$ cat src/rtl/status_led_pkg.sv
// Shared mode encoding for the status LED controller.
package status_led_pkg;

    typedef enum logic [1:0] {
        MODE_ROTATE = 2'd0,
        MODE_BOUNCE = 2'd1,
        MODE_BLINK  = 2'd2,
        MODE_STATIC = 2'd3
    } mode_e;

endpackage

$ cat src/rtl/led_prescaler.sv
// Free-running step divider: counts 0..TICK_DIV-1 and flags the last count.
// tick is combinational from the count register and is masked by hold/clear.
module led_prescaler #(
    parameter int unsigned TICK_DIV = 6000000,
    parameter int unsigned DIV_W    = 32
) (
    input  logic clock,
    input  logic nReset,
    input  logic clear,
    input  logic hold,
    output logic tick
);

    localparam logic [DIV_W-1:0] LAST = DIV_W'(TICK_DIV - 1);

    logic [DIV_W-1:0] r_count;

    // Divider counter; clear wins over hold, hold freezes the count.
    always_ff @(posedge clock or negedge nReset) begin
        if (!nReset) begin
            r_count <= '0;
        end else if (clear) begin
            r_count <= '0;
        end else if (!hold) begin
            if (r_count == LAST) r_count <= '0;
            else                 r_count <= r_count + DIV_W'(1);
        end
    end

    assign tick = !hold && !clear && (r_count == LAST);

endmodule

$ cat src/rtl/status_led_ctrl.sv
// Multi-mode status LED driver: rotate, bounce, blink or static host pattern,
// stepped by a prescaler tick.
// Optional activity LED pulse stretcher enabled by defining STATUS_LED_ACTIVITY_EN.
module status_led_ctrl
    import status_led_pkg::*;
#(
    parameter int unsigned NUM_LEDS    = 8,
    parameter int unsigned TICK_DIV    = 6000000,
    parameter int unsigned DIV_W       = 32
`ifdef STATUS_LED_ACTIVITY_EN
    ,
    parameter int unsigned ACT_STRETCH = 1000000
`endif
) (
    input  logic                clock,
    input  logic                nReset,
    input  logic [1:0]          mode,
    input  logic                pause,
    input  logic [NUM_LEDS-1:0] pattern,
    output logic [NUM_LEDS-1:0] leds
`ifdef STATUS_LED_ACTIVITY_EN
    ,
    input  logic                act_in,
    output logic                act_led
`endif
);

    localparam int unsigned     POS_W    = (NUM_LEDS > 1) ? $clog2(NUM_LEDS) : 1;
    localparam logic [POS_W-1:0] LAST_POS = POS_W'(NUM_LEDS - 1);

    logic [NUM_LEDS-1:0] r_leds;
    logic [POS_W-1:0]    r_pos;
    logic                r_dir_up;
    mode_e               r_mode;

    mode_e               w_mode_in;
    logic                w_mode_chg;
    logic                w_tick;
    logic [NUM_LEDS-1:0] w_init;
    logic [NUM_LEDS-1:0] w_rot;
    logic [POS_W-1:0]    w_pos_nxt;
    logic                w_dir_nxt;

    led_prescaler #(
        .TICK_DIV (TICK_DIV),
        .DIV_W    (DIV_W)
    ) u_step_div (
        .clock  (clock),
        .nReset (nReset),
        .clear  (w_mode_chg),
        .hold   (pause),
        .tick   (w_tick)
    );

    // Mode-change detect, initial images and next rotate/bounce values.
    always_comb begin
        w_mode_in  = mode_e'(mode);
        w_mode_chg = (w_mode_in != r_mode);
        w_rot      = (r_leds << 1) | (r_leds >> (NUM_LEDS - 1));
        w_pos_nxt  = r_pos;
        w_dir_nxt  = r_dir_up;

        case (w_mode_in)
            MODE_ROTATE: w_init = NUM_LEDS'(1);
            MODE_BOUNCE: w_init = NUM_LEDS'(1);
            MODE_BLINK:  w_init = '1;
            default:     w_init = pattern;
        endcase

        if (NUM_LEDS == 1) begin
            w_pos_nxt = '0;
        end else if (r_dir_up) begin
            if (r_pos == LAST_POS) begin
                w_dir_nxt = 1'b0;
                w_pos_nxt = r_pos - POS_W'(1);
            end else begin
                w_pos_nxt = r_pos + POS_W'(1);
            end
        end else begin
            if (r_pos == '0) begin
                w_dir_nxt = 1'b1;
                w_pos_nxt = POS_W'(1);
            end else begin
                w_pos_nxt = r_pos - POS_W'(1);
            end
        end
    end

    // Pattern engine: mode change reloads, otherwise step on tick unless paused.
    always_ff @(posedge clock or negedge nReset) begin
        if (!nReset) begin
            r_leds   <= NUM_LEDS'(1);
            r_pos    <= '0;
            r_dir_up <= 1'b1;
            r_mode   <= MODE_ROTATE;
        end else if (w_mode_chg) begin
            r_mode   <= w_mode_in;
            r_leds   <= w_init;
            r_pos    <= '0;
            r_dir_up <= 1'b1;
        end else if (!pause) begin
            case (r_mode)
                MODE_ROTATE: if (w_tick) r_leds <= w_rot;
                MODE_BOUNCE: if (w_tick) begin
                    r_pos    <= w_pos_nxt;
                    r_dir_up <= w_dir_nxt;
                    r_leds   <= NUM_LEDS'(1) << w_pos_nxt;
                end
                MODE_BLINK:  if (w_tick) r_leds <= ~r_leds;
                default:     r_leds <= pattern;
            endcase
        end
    end

    assign leds = r_leds;

`ifdef STATUS_LED_ACTIVITY_EN
    localparam int unsigned ACT_W = $clog2(ACT_STRETCH + 1);

    logic [ACT_W-1:0] r_act_cnt;
    logic             r_act;

    // Activity stretcher: each act_in reloads; LED stays lit ACT_STRETCH cycles.
    always_ff @(posedge clock or negedge nReset) begin
        if (!nReset) begin
            r_act_cnt <= '0;
            r_act     <= 1'b0;
        end else if (act_in) begin
            r_act_cnt <= ACT_W'(ACT_STRETCH);
            r_act     <= 1'b1;
        end else begin
            if (r_act_cnt != '0) r_act_cnt <= r_act_cnt - ACT_W'(1);
            r_act <= (r_act_cnt > ACT_W'(1));
        end
    end

    assign act_led = r_act;
`endif

endmodule
$ cat config.mk
export PLATFORM = sky130hd
export DESIGN_NAME = status_led_ctrl
export DESIGN_NICKNAME = d
export VERILOG_FILES = /design/src/rtl/status_led_pkg.sv /design/src/rtl/led_prescaler.sv /design/src/rtl/status_led_ctrl.sv
export SDC_FILE = /design/constraint.sdc
export NUM_CORES = 1
export LEC_CHECK = 0
export CAP_MARGIN = 10
export CORE_ASPECT_RATIO = 0.9
export CORE_MARGIN = 2
export CORE_UTILIZATION = 45
export CTS_CLUSTER_DIAMETER = 200
export DETAILED_ROUTE_END_ITERATION = 12
export GPL_TIMING_DRIVEN = 0
export MAX_ROUTING_LAYER = met4
export REMOVE_ABC_BUFFERS = 1
export SLEW_MARGIN = 5
export SYNTH_ARGS = -nofsm -noshare
export SYNTH_HDL_FRONTEND = slang
export SYNTH_HIERARCHICAL = 1
export SYNTH_SLANG_ARGS = --single-unit
$ cat constraint.sdc
create_clock -name clock -period 3.5 [get_ports clock]
set_input_delay 0.7 -clock clock [delete_from_list [all_inputs] [get_ports clock]]
set_output_delay 0.7 -clock clock [all_outputs]
set_load 0.02 [all_outputs]
; Yosys cells after proc, flatten, opt, wreduce, memory -nomap -nowiden
; Index checks and enable logic that the tools add are counted.
[word_totals]
ff_bits = 46
latch_bits = 0
mem_bits_rw = 0
mem_bits_ro = 0
inputBits = 13
elab_cells = 58
memories = 0
[op_classes]
add_sub_neg = 3
n_mul = 0
n_div = 0
order_cmp = 0
n_eq_ne = 11
n_shift = 1
n_mux = 24
bitwise = 2
n_reduce_logical = 12
[op_table]
columns = cell, n
row1 = $mux W32, 3
row2 = $mux W8, 5
row3 = $add A32 B1 Y32 const B, 1
row4 = $eq A32 B23 Y1 const B, 1
row5 = $pmux W8 S3, 1
row6 = $mux W3, 7
row7 = $pmux W8 S2, 1
row8 = $ne A3 B1 Y1 const B, 3
row9 = $not A8 Y8, 1
row10 = $or A8 B1 Y8, 1
row11 = $shl A1 B3 Y8 const A, 1
row12 = $mux W1, 7
row13 = $eq A2 B1 Y1 const B, 2
row14 = $eq A2 B2 Y1 const B, 2
row15 = $logic_not A2 Y1, 2
row16 = $reduce_and A4 Y1, 1
row17 = $reduce_bool A2 Y1, 2
row18 = $add A3 B1 Y3 const B, 1
row19 = $eq A3 B3 Y1 const B, 1
row20 = $logic_not A3 Y1, 1
row21 = $reduce_and A3 Y1, 1
row22 = $sub A3 B1 Y3 const B, 1
row23 = $logic_and A1 B1 Y1, 2
row24 = $logic_not A1 Y1, 2
row25 = other kinds (3), 3

; Depth between registers and ports, before layout
; Gate-level depths: netlist of the first run.
[logic_depth]
word_depth = 8
depth_mapped = 12

; By module
; Netlist of the first run, hierarchy kept.
[by_module_without_submodules]
columns = module, n_inst, cells_per_inst, area_each_um2, seq_area_each_um2
row1 = led_prescaler, 1, 222, 1920.6, 800.8
row2 = status_led_ctrl, 1, 156, 1202.4, 352.8

; Worst setup path before layout of the first run
; No wires, ideal clock.
[synth_path]
kind = register to register
startpoint = register u_step_div.r_count[25]
endpoint = register r_dir_up
setup_time_ns = 0.084
arrival_ns = 2.454
required_ns = 3.416
slack_ns = 0.963
stages_incl_launch_ff = 9
synth_period_minus_slack_ns = 2.537
path_cell_list = dfrtp_1 -> or4_4 -> nor4_4 -> nand2_1 -> nor3_1 -> inv_1 -> nor4_4 -> a31oi_1 -> a311o_1
[synth_via]
elab_chain_cells = 4
[synth_rtl]
columns = element, line
row1 = from (decl), led_prescaler.sv:16  ; logic [DIV_W-1:0] r_count;
row2 = from (signal assigned), led_prescaler.sv:26  ; else r_count <= r_count + DIV_W'(1);
row3 = $eq A32 B23 Y1, led_prescaler.sv:30  ; assign tick = !hold && !clear && (r_count == LAST);
row4 = $logic_and A1 B1 Y1, led_prescaler.sv:30
row5 = via w_tick, status_led_ctrl.sv:38  ; logic w_tick;
row6 = $reduce_bool A2 Y1 (no source line), --
row7 = $reduce_and A3 Y1 (no source line), --
row8 = to (signal assigned), status_led_ctrl.sv:106  ; r_dir_up <= w_dir_nxt;
row9 = to (decl), status_led_ctrl.sv:33  ; logic r_dir_up;
; The timed path passes the listed nets, and every way through them passes these cells.
; A chain may end at the register's enable or synchronous reset.

; Worst setup path in the final report of the first run
[layout_path]
startpoint = input mode[1]
endpoint = register r_leds[7] (netlist: leds[7])
[layout_via]
elab_chain_cells = 6
[layout_rtl]
columns = element, line
row1 = from (decl), status_led_ctrl.sv:17  ; input logic [1:0] mode,
row2 = $ne A2 B2 Y1 *, status_led_ctrl.sv:58  ; w_mode_chg = (w_mode_in != r_mode);
row3 = via w_mode_chg, status_led_ctrl.sv:37  ; logic w_mode_chg;
row4 = $logic_not A1 Y1 *, led_prescaler.sv:30
row5 = $logic_and A1 B1 Y1 * (2 in a row), led_prescaler.sv:30
row6 = via w_tick, status_led_ctrl.sv:38
row7 = $ne A3 B1 Y1 (no source line), --
row8 = $reduce_and A4 Y1 (no source line) *, --
row9 = to (signal assigned), status_led_ctrl.sv:98  ; r_leds <= w_init;
row10 = to (signal assigned), status_led_ctrl.sv:103  ; MODE_ROTATE: if (w_tick) r_leds <= w_rot;
row11 = to (signal assigned), status_led_ctrl.sv:107  ; r_leds <= NUM_LEDS'(1) << w_pos_nxt;
row12 = to (decl), status_led_ctrl.sv:31  ; logic [NUM_LEDS-1:0] r_leds;
; Mark *: on every way through the listed nets, which the timed path passes. The rest lies on a longest branch.

==> results of run 1 <==
## state kept, by name, indices dropped and copies added, names as in the netlist
name / flops
u_step_div/r_count: 32
r_pos: 3
r_dir_up: 1
r_mode: 2
leds: 8
## final cells by class
class	instances	area, um^2
clock buffer	7	86.3
clock inverter	1	5.00
fill	640	3170
inverter	13	51.3
multi-input combinational	297	1830
sequential	46	1150
tap	90	113
timing repair buffer	23	250
## worst register-to-register path, cell delays in order (launching register included)
cell     delay, ns
dfrtp_1       0.44
ha_1          0.26
nand4_1       0.36
nor4_4        0.51
nand2_1       0.13
nor3_1        0.21
inv_1         0.13
nor4_4        0.41
a31oi_1       0.14
a311o_1       0.34
## worst paths after layout
path,startpoint,endpoint,slack [ns],cells after the start
max in group asynchronous,nReset,leds[0]$_DFFE_PN1P_,2.67,2
worst max register to register,u_step_div/r_count[0]$_DFFE_PN0P_,r_dir_up$_DFFE_PN1P_,0.48,9
min in group clock,u_step_div/r_count[4]$_DFFE_PN0P_,u_step_div/r_count[4]$_DFFE_PN0P_,0.52,1
worst max-delay path,mode[1],leds[7]$_DFFE_PN0P_,0.45,8
worst min register to register,u_step_div/r_count[4]$_DFFE_PN0P_,u_step_div/r_count[4]$_DFFE_PN0P_,0.52,1
worst min-delay path,nReset,u_step_div/r_count[17]$_DFFE_PN0P_,0.27,1
## kinds of logic after synthesis
logic type	after synthesis	share of synthesized area, %
AND/OR/NAND/NOR	166	28.5
XOR/XNOR	3	0.841
buffers and inverters	35	5.25
flip-flops	46	36.9
AO/OA/AOI/OAI	113	23.1
multiplexers	9	2.92
adder cells (fa/ha/maj)	6	2.40
## per-layer routing
layer	global-route usage, %	wire (um)	up-vias	share of wire (%)
li1	-	-	1423	-
met1	34.3	4090	1368	52
met2	28.9	3300	63	42
met3	3.90	391	2	5.0
met4	4.21	44	0	0.56
met5	-	0	-	0
## report_power, final
group / switching (mW) / internal, mW / leakage, nW
Sequential: 0.0188 / 0.547 / 0.618
Clock: 0.183 / 0.160 / 0.0482
Combinational: 0.106 / 0.0765 / 0.740
## metrics by stage
| stage | setup WS [ns] | total power [mW] | hold WS (ns) |
|---|---|---|---|
| after floorplan | -0.424 | 0.667 | 0.404 |
| after global placement | -2.47 | 0.750 | 0.501 |
| after detailed placement | -0.473 | 0.757 | 0.505 |
| after CTS | 0.213 | 1.10 | 0.267 |
| after global routing | 0.0883 | 1.14 | 0.273 |
| final | 0.454 | 1.09 | 0.267 |
## Yosys cell counts, types with 2 or more instances
cell type and number:
buf_4 2, o211ai_1 4, a211oi_1 2, buf_6 2, mux2i_1 8, and2b_1 5, nor2b_1 4, o21ai_0 15
clkbuf_1 12, inv_1 12, nor4_4 3, a22o_1 2, or4_1 3, a21o_1 7, nand3_1 21, buf_2 6
a41oi_1 4, dfrtp_1 44, and3_1 3, nor3b_1 2, or2_2 2, a31oi_1 23, and2_1 6, or3_1 3
nor2_1 43, nor3_1 6, a21oi_1 36, o311ai_0 3, a21boi_0 3, nand2b_1 4, a211o_1 3, nor4_1 6
nand4_1 15, dfstp_2 2, nand2_1 33, and4_1 3, o311ai_1 4, ha_1 6, xnor2_1 3
## what timing repair did
item | CTS | global route
setup endpoints to repair | 7 | 7
hold endpoints to repair | 0 | 0
gates resized for setup | 1 | 1
==> impl_metrics.py, run 1 <==
metrics = {
    "flow_run": {
        "max_cap_violations": 0,
    },
    "setup_path": {
        "cp_cell_sequence": "clkdlybuf4s50_1 > nor2_1 > o21ai_2 > nor3_1 > inv_1 > o21ai_0 > nor2_2 > o311ai_0",
        "path_buf_inv": 2,
        "setup.worst_path.class": "in2reg",
        "cp.required_ns": 3.63,
        "crit_family": "compound AO/OA/AOI/OAI gates",
        "cp_data_arrival_time_ns": 3.17,
        "crit_path_max_fanout": 16,
        "slowest_delay_ns": 0.63,
        "cp-end-kind": "flip-flop",
        "cp_slowest_cell": "o21ai_2",
        "startpoint_type": "input port",
    },
    "sta": {
        "period_minus_slack_ns": 3.05,
        "worstMarginPinSlew_ns": 1.18,
        "finalHoldViolations": 0,
        "relSlewSlack_pct": 21.3,
        "finalSetupTns_ns": 0,
        "rsz0062_at_grt": "no",
        "fin_worst_skew_ns": 0.0126,
        "slew_violations": 0,
        "post-route-period-util_pct": 87.0,
        "fmax_mhz": 328,
        "setup_viol": 0,
    },
    "clock_tree": {
        "clk_latency_ns": 0.30,
        "cts_buffer_depth": 2,
        "cts_tree": "yes",
        "holdBufCountCts": 0,
        "root_buffer": "clkbuf_8",
        "cts.htree.levels": 2,
        "numCtsBuffers": 5,
        "cts_setup_buffers": 0,
        "clk_pin_slew_worst_paths_ns": 0.09,
        "cts.sinks": 46,
    },
    "drt": {
        "drtIter0Drc": 191,
        "wl_per_cell_um": 16.4,
        "dr.pass1.iters": 4,
        "drc": 0,
        "antenna_left": 0,
        "viasPerCell": 5.99,
        "vias": 2856,
        "routed_wirelength_um": 7830,
    },
    "synth": {
        "synth_edf_count": 0,
        "ys_top_cells_by_area": "dfrtp_1 35%, a21oi_1 5.8%, nor2_1 5.2%, a31oi_1 4.6%, nand2_1 4.0%",
        "synth_cells": 378,
        "syn_area_mm2": 0.00312,
        "synth_top_cell_area_share_pct": 35.3,
        "syn_area_per_cell_um2": 8.26,
        "yosysUniqueCellTypes": 52,
        "ys.flop_type": "dfrtp_1",
        "ys_ff_latch": 46,
        "yosysSeqAreaShare_pct": 36.9,
        "ys_warn_count": 6,
        "async_flop_share_pct": 100,
        "yosysTopAreaCell": "dfrtp_1",
    },
    "place": {
        "port_buffers": 20,
        "gp_congestion": 0.888,
        "place_area_mm2": 0.00339,
        "dp.cells": 469,
        "hpwlAfterDp_um": 5430,
    },
    "cells_and_area": {
        "utilization_pct": 52.4,
        "num-nets-final": 405,
        "area_growth_pct": 11.7,
        "final_cell_mix": "44 x dfrtp_1, 42 x nor2_1, 36 x a21oi_1",
        "final_cells": 477,
        "diodes": 0,
        "final_area_mm2": 0.00349,
        "layout_commonest_cell": "dfrtp_1",
        "drive_above_1_share_pct": 7.24,
    },
    "global_route": {
        "antenna_found_initial": 0,
        "grt_pass1_vias": 2539,
        "overflow": 0,
        "grt_max_degree": 37,
        "grt_pass1_wl_um": 13200,
        "grt_use_total_pct": 21.7,
    },
    "floorplan": {
        "die_h_um": 83.0,
        "initial_utilization_pct": 46.9,
        "placementRows": 28,
        "core_area_mm2": 0.00666,
        "die-area_mm2": 0.00762,
        "die_width_um": 91.8,
        "pin_count": 21,
    },
    "worst_hold_path": {
        "hold_path_class": "in2async",
    },
    "power_and_ir_drop": {
        "power_density_mw_per_mm2": 313,
        "ir_worst_vdd_mv": 0.251,
        "power.leakage_nw": 1.41,
    },
    "run_status": {
        "status": "finished clean",
    },
}
Note: power is estimated with default switching activity, not from simulation.
==> run 2: changes to the inputs <==
==> constraint.sdc (replaced) <==
create_clock -name clock -period 2.9 [get_ports clock]
set_input_delay 0.58 -clock clock [delete_from_list [all_inputs] [get_ports clock]]
set_output_delay 0.58 -clock clock [all_outputs]
set_load 0.02 [all_outputs]
==> run 2 against run 1 <==
  * First-iteration DRC count shrank 10%
  * Die area is the same
  * Cell count grew 0.84%
  * Total power grew 21%
  * Critical path type is now reg2reg
==> impl_metrics.py, run 2 (synthesis gave the netlist of run 1 again) <==
metrics = {
    "setup_path": {
        "cp-startpoint": "u_step_div/r_count[0]$_DFFE_PN0P_",
        "r2r_cells": 10,
        "slowest_delay_ns": 0.44,
        "startpoint_type": "flip-flop",
        "crit_path_end": "r_dir_up$_DFFE_PN1P_",
        "cp_data_arrival_time_ns": 2.89,
        "cp.required_ns": 3.12,
        "reg2reg_to": "r_dir_up$_DFFE_PN1P_",
        "cp_slowest_cell": "dfrtp_1",
        "cp-end-kind": "flip-flop",
        "rr_startpoint": "u_step_div/r_count[0]$_DFFE_PN0P_",
        "cp_cell_sequence": "ha_1 > nand4_1 > nor4_4 > nand2_1 > nor3_2 > inv_1 > nor4_4 > buf_4 > a31oi_1 > a311o_1",
        "crit_path_max_fanout": 7,
        "r2r_slack_ns": 0.22,
        "cp_common_cell": "nor4_4",
        "setup.worst_path.class": "reg2reg",
    },
    "drt": {
        "dr.pass1.iters": 4,
        "viasPerCell": 5.97,
        "drtIter0Drc": 171,
        "antenna_left": 0,
        "drc": 0,
        "vias": 2871,
        "routed_wirelength_um": 7850,
        "wl_per_cell_um": 16.3,
    },
    "sta": {
        "setup_viol": 0,
        "holdWs_ns": 0.146,
        "relSlewSlack_pct": 24.1,
        "period_minus_slack_ns": 2.68,
        "slew_violations": 0,
        "worstMarginPinSlew_ns": 1.14,
        "fin_ws_ns": 0.225,
        "finalSetupTns_ns": 0,
        "finalHoldViolations": 0,
        "fmax_mhz": 374,
        "fin_worst_skew_ns": 0.0154,
        "post-route-period-util_pct": 92.2,
        "rsz0062_at_grt": "no",
    },
    "floorplan": {
        "pin_count": 21,
        "placementRows": 28,
        "die-area_mm2": 0.00762,
        "core_area_mm2": 0.00666,
        "initial_utilization_pct": 46.9,
        "die_width_um": 91.8,
        "die_h_um": 83.0,
    },
    "power_and_ir_drop": {
        "power.leakage_nw": 1.43,
        "ir_worst_vdd_mv": 0.297,
        "power_mw": 1.32,
        "power_density_mw_per_mm2": 373,
    },
    "global_route": {
        "grt_pass1_vias": 2563,
        "grt_max_degree": 37,
        "antenna_found_initial": 0,
        "overflow": 0,
        "grt_pass1_wl_um": 13300,
        "grt_use_total_pct": 21.8,
    },
    "clock_tree": {
        "clk_latency_ns": 0.30,
        "cts_buffer_depth": 2,
        "cts.sinks": 46,
        "root_buffer": "clkbuf_8",
        "clk_pin_slew_worst_paths_ns": 0.09,
        "cts_tree": "yes",
        "numCtsBuffers": 5,
        "cts.htree.levels": 2,
    },
    "cells_and_area": {
        "area_growth_pct": 13.5,
        "final_cell_mix": "43 x dfrtp_1, 42 x nor2_1, 36 x a21oi_1",
        "fillers": 630,
        "utilization_pct": 53.3,
        "regArea_mm2": 0.00115,
        "largest_reg_flops": 32,
        "diodes": 0,
        "num-nets-final": 409,
        "top_register": "u_step_div/r_count",
        "multi_input_area_mm2": 0.00186,
        "layout_commonest_cell": "dfrtp_1",
        "drive_above_1_share_pct": 8.95,
    },
    "place": {
        "port_buffers": 20,
        "gp_congestion": 0.888,
        "place_ws_ns": -0.953,
        "hpwlAfterDp_um": 5430,
    },
    "flow_run": {
        "max_cap_violations": 0,
    },
    "run_status": {
        "status": "finished clean",
    },
    "worst_hold_path": {
        "hold_path_class": "in2async",
    },
}
==> run 2: stage by stage <==
step	std cells	instance area, um^2
CTS	478	3500
global placement	466	3320
detailed placement	469	3390
finish	481	3550
floorplan	356	3010
global route	481	3550
==> run 2: worst min path at each step <==
stage / start / endpoint / slack [ns] / cells past startpoint
2_1_floorplan: nReset / leds[1]$_DFFE_PN0P_ / 0.28 / 0
3_3_place_gp: u_step_div/r_count[4]$_DFFE_PN0P_ / u_step_div/r_count[4]$_DFFE_PN0P_ / 0.50 / 1
3_5_place_dp: nReset / u_step_div/r_count[17]$_DFFE_PN0P_ / 0.48 / 1
4_1_cts: nReset / u_step_div/r_count[17]$_DFFE_PN0P_ / 0.15 / 1
5_1_grt: nReset / u_step_div/r_count[17]$_DFFE_PN0P_ / 0.15 / 1
6_report: nReset / u_step_div/r_count[17]$_DFFE_PN0P_ / 0.15 / 1
==> run 2: power breakdown <==
part / total, mW / leakage [nW] / internal [mW] / switching (mW)
clock network: 0.415 / 0.0482 / 0.193 / 0.222
logic: 0.224 / 0.767 / 0.0946 / 0.130
registers: 0.683 / 0.617 / 0.660 / 0.0231
==> run 2: cell type report <==
class	instances	area share (%)
Multi-Input combinational cell	297	52.3
Timing Repair Buffer	27	7.90
Clock inverter	1	0.141
Tap cell	90	3.18
Inverter	13	1.45
Sequential cell	46	32.6
Clock buffer	7	2.43
==> run 2: timing repair <==
action / in CTS / in global routing
gates resized for setup: 3 / 6
setup buffers: 1 / 3
pin swaps: 1 / 2
hold buffers: 0 / 0
setup endpoints to repair: 34 / 24
==> run 2: per-layer routing <==
layer | vias up | global-route usage [%] | part of all wire, %
met3 | 2 | 3.90 | 4.2
met2 | 65 | 29.4 | 43
met1 | 1376 | 34.1 | 52
li1 | 1428 | - | -
met4 | 0 | 4.21 | 0.59
met5 | - | - | 0
==> run 2: critical path: cells and delay by family, from the launching register on <==
family / cells / cell delay (ns)
flops: 1 / 0.44
simple gates: 5 / 1.14
fa+ha+maj: 1 / 0.26
compound gates: 2 / 0.42
buf+inv: 2 / 0.32
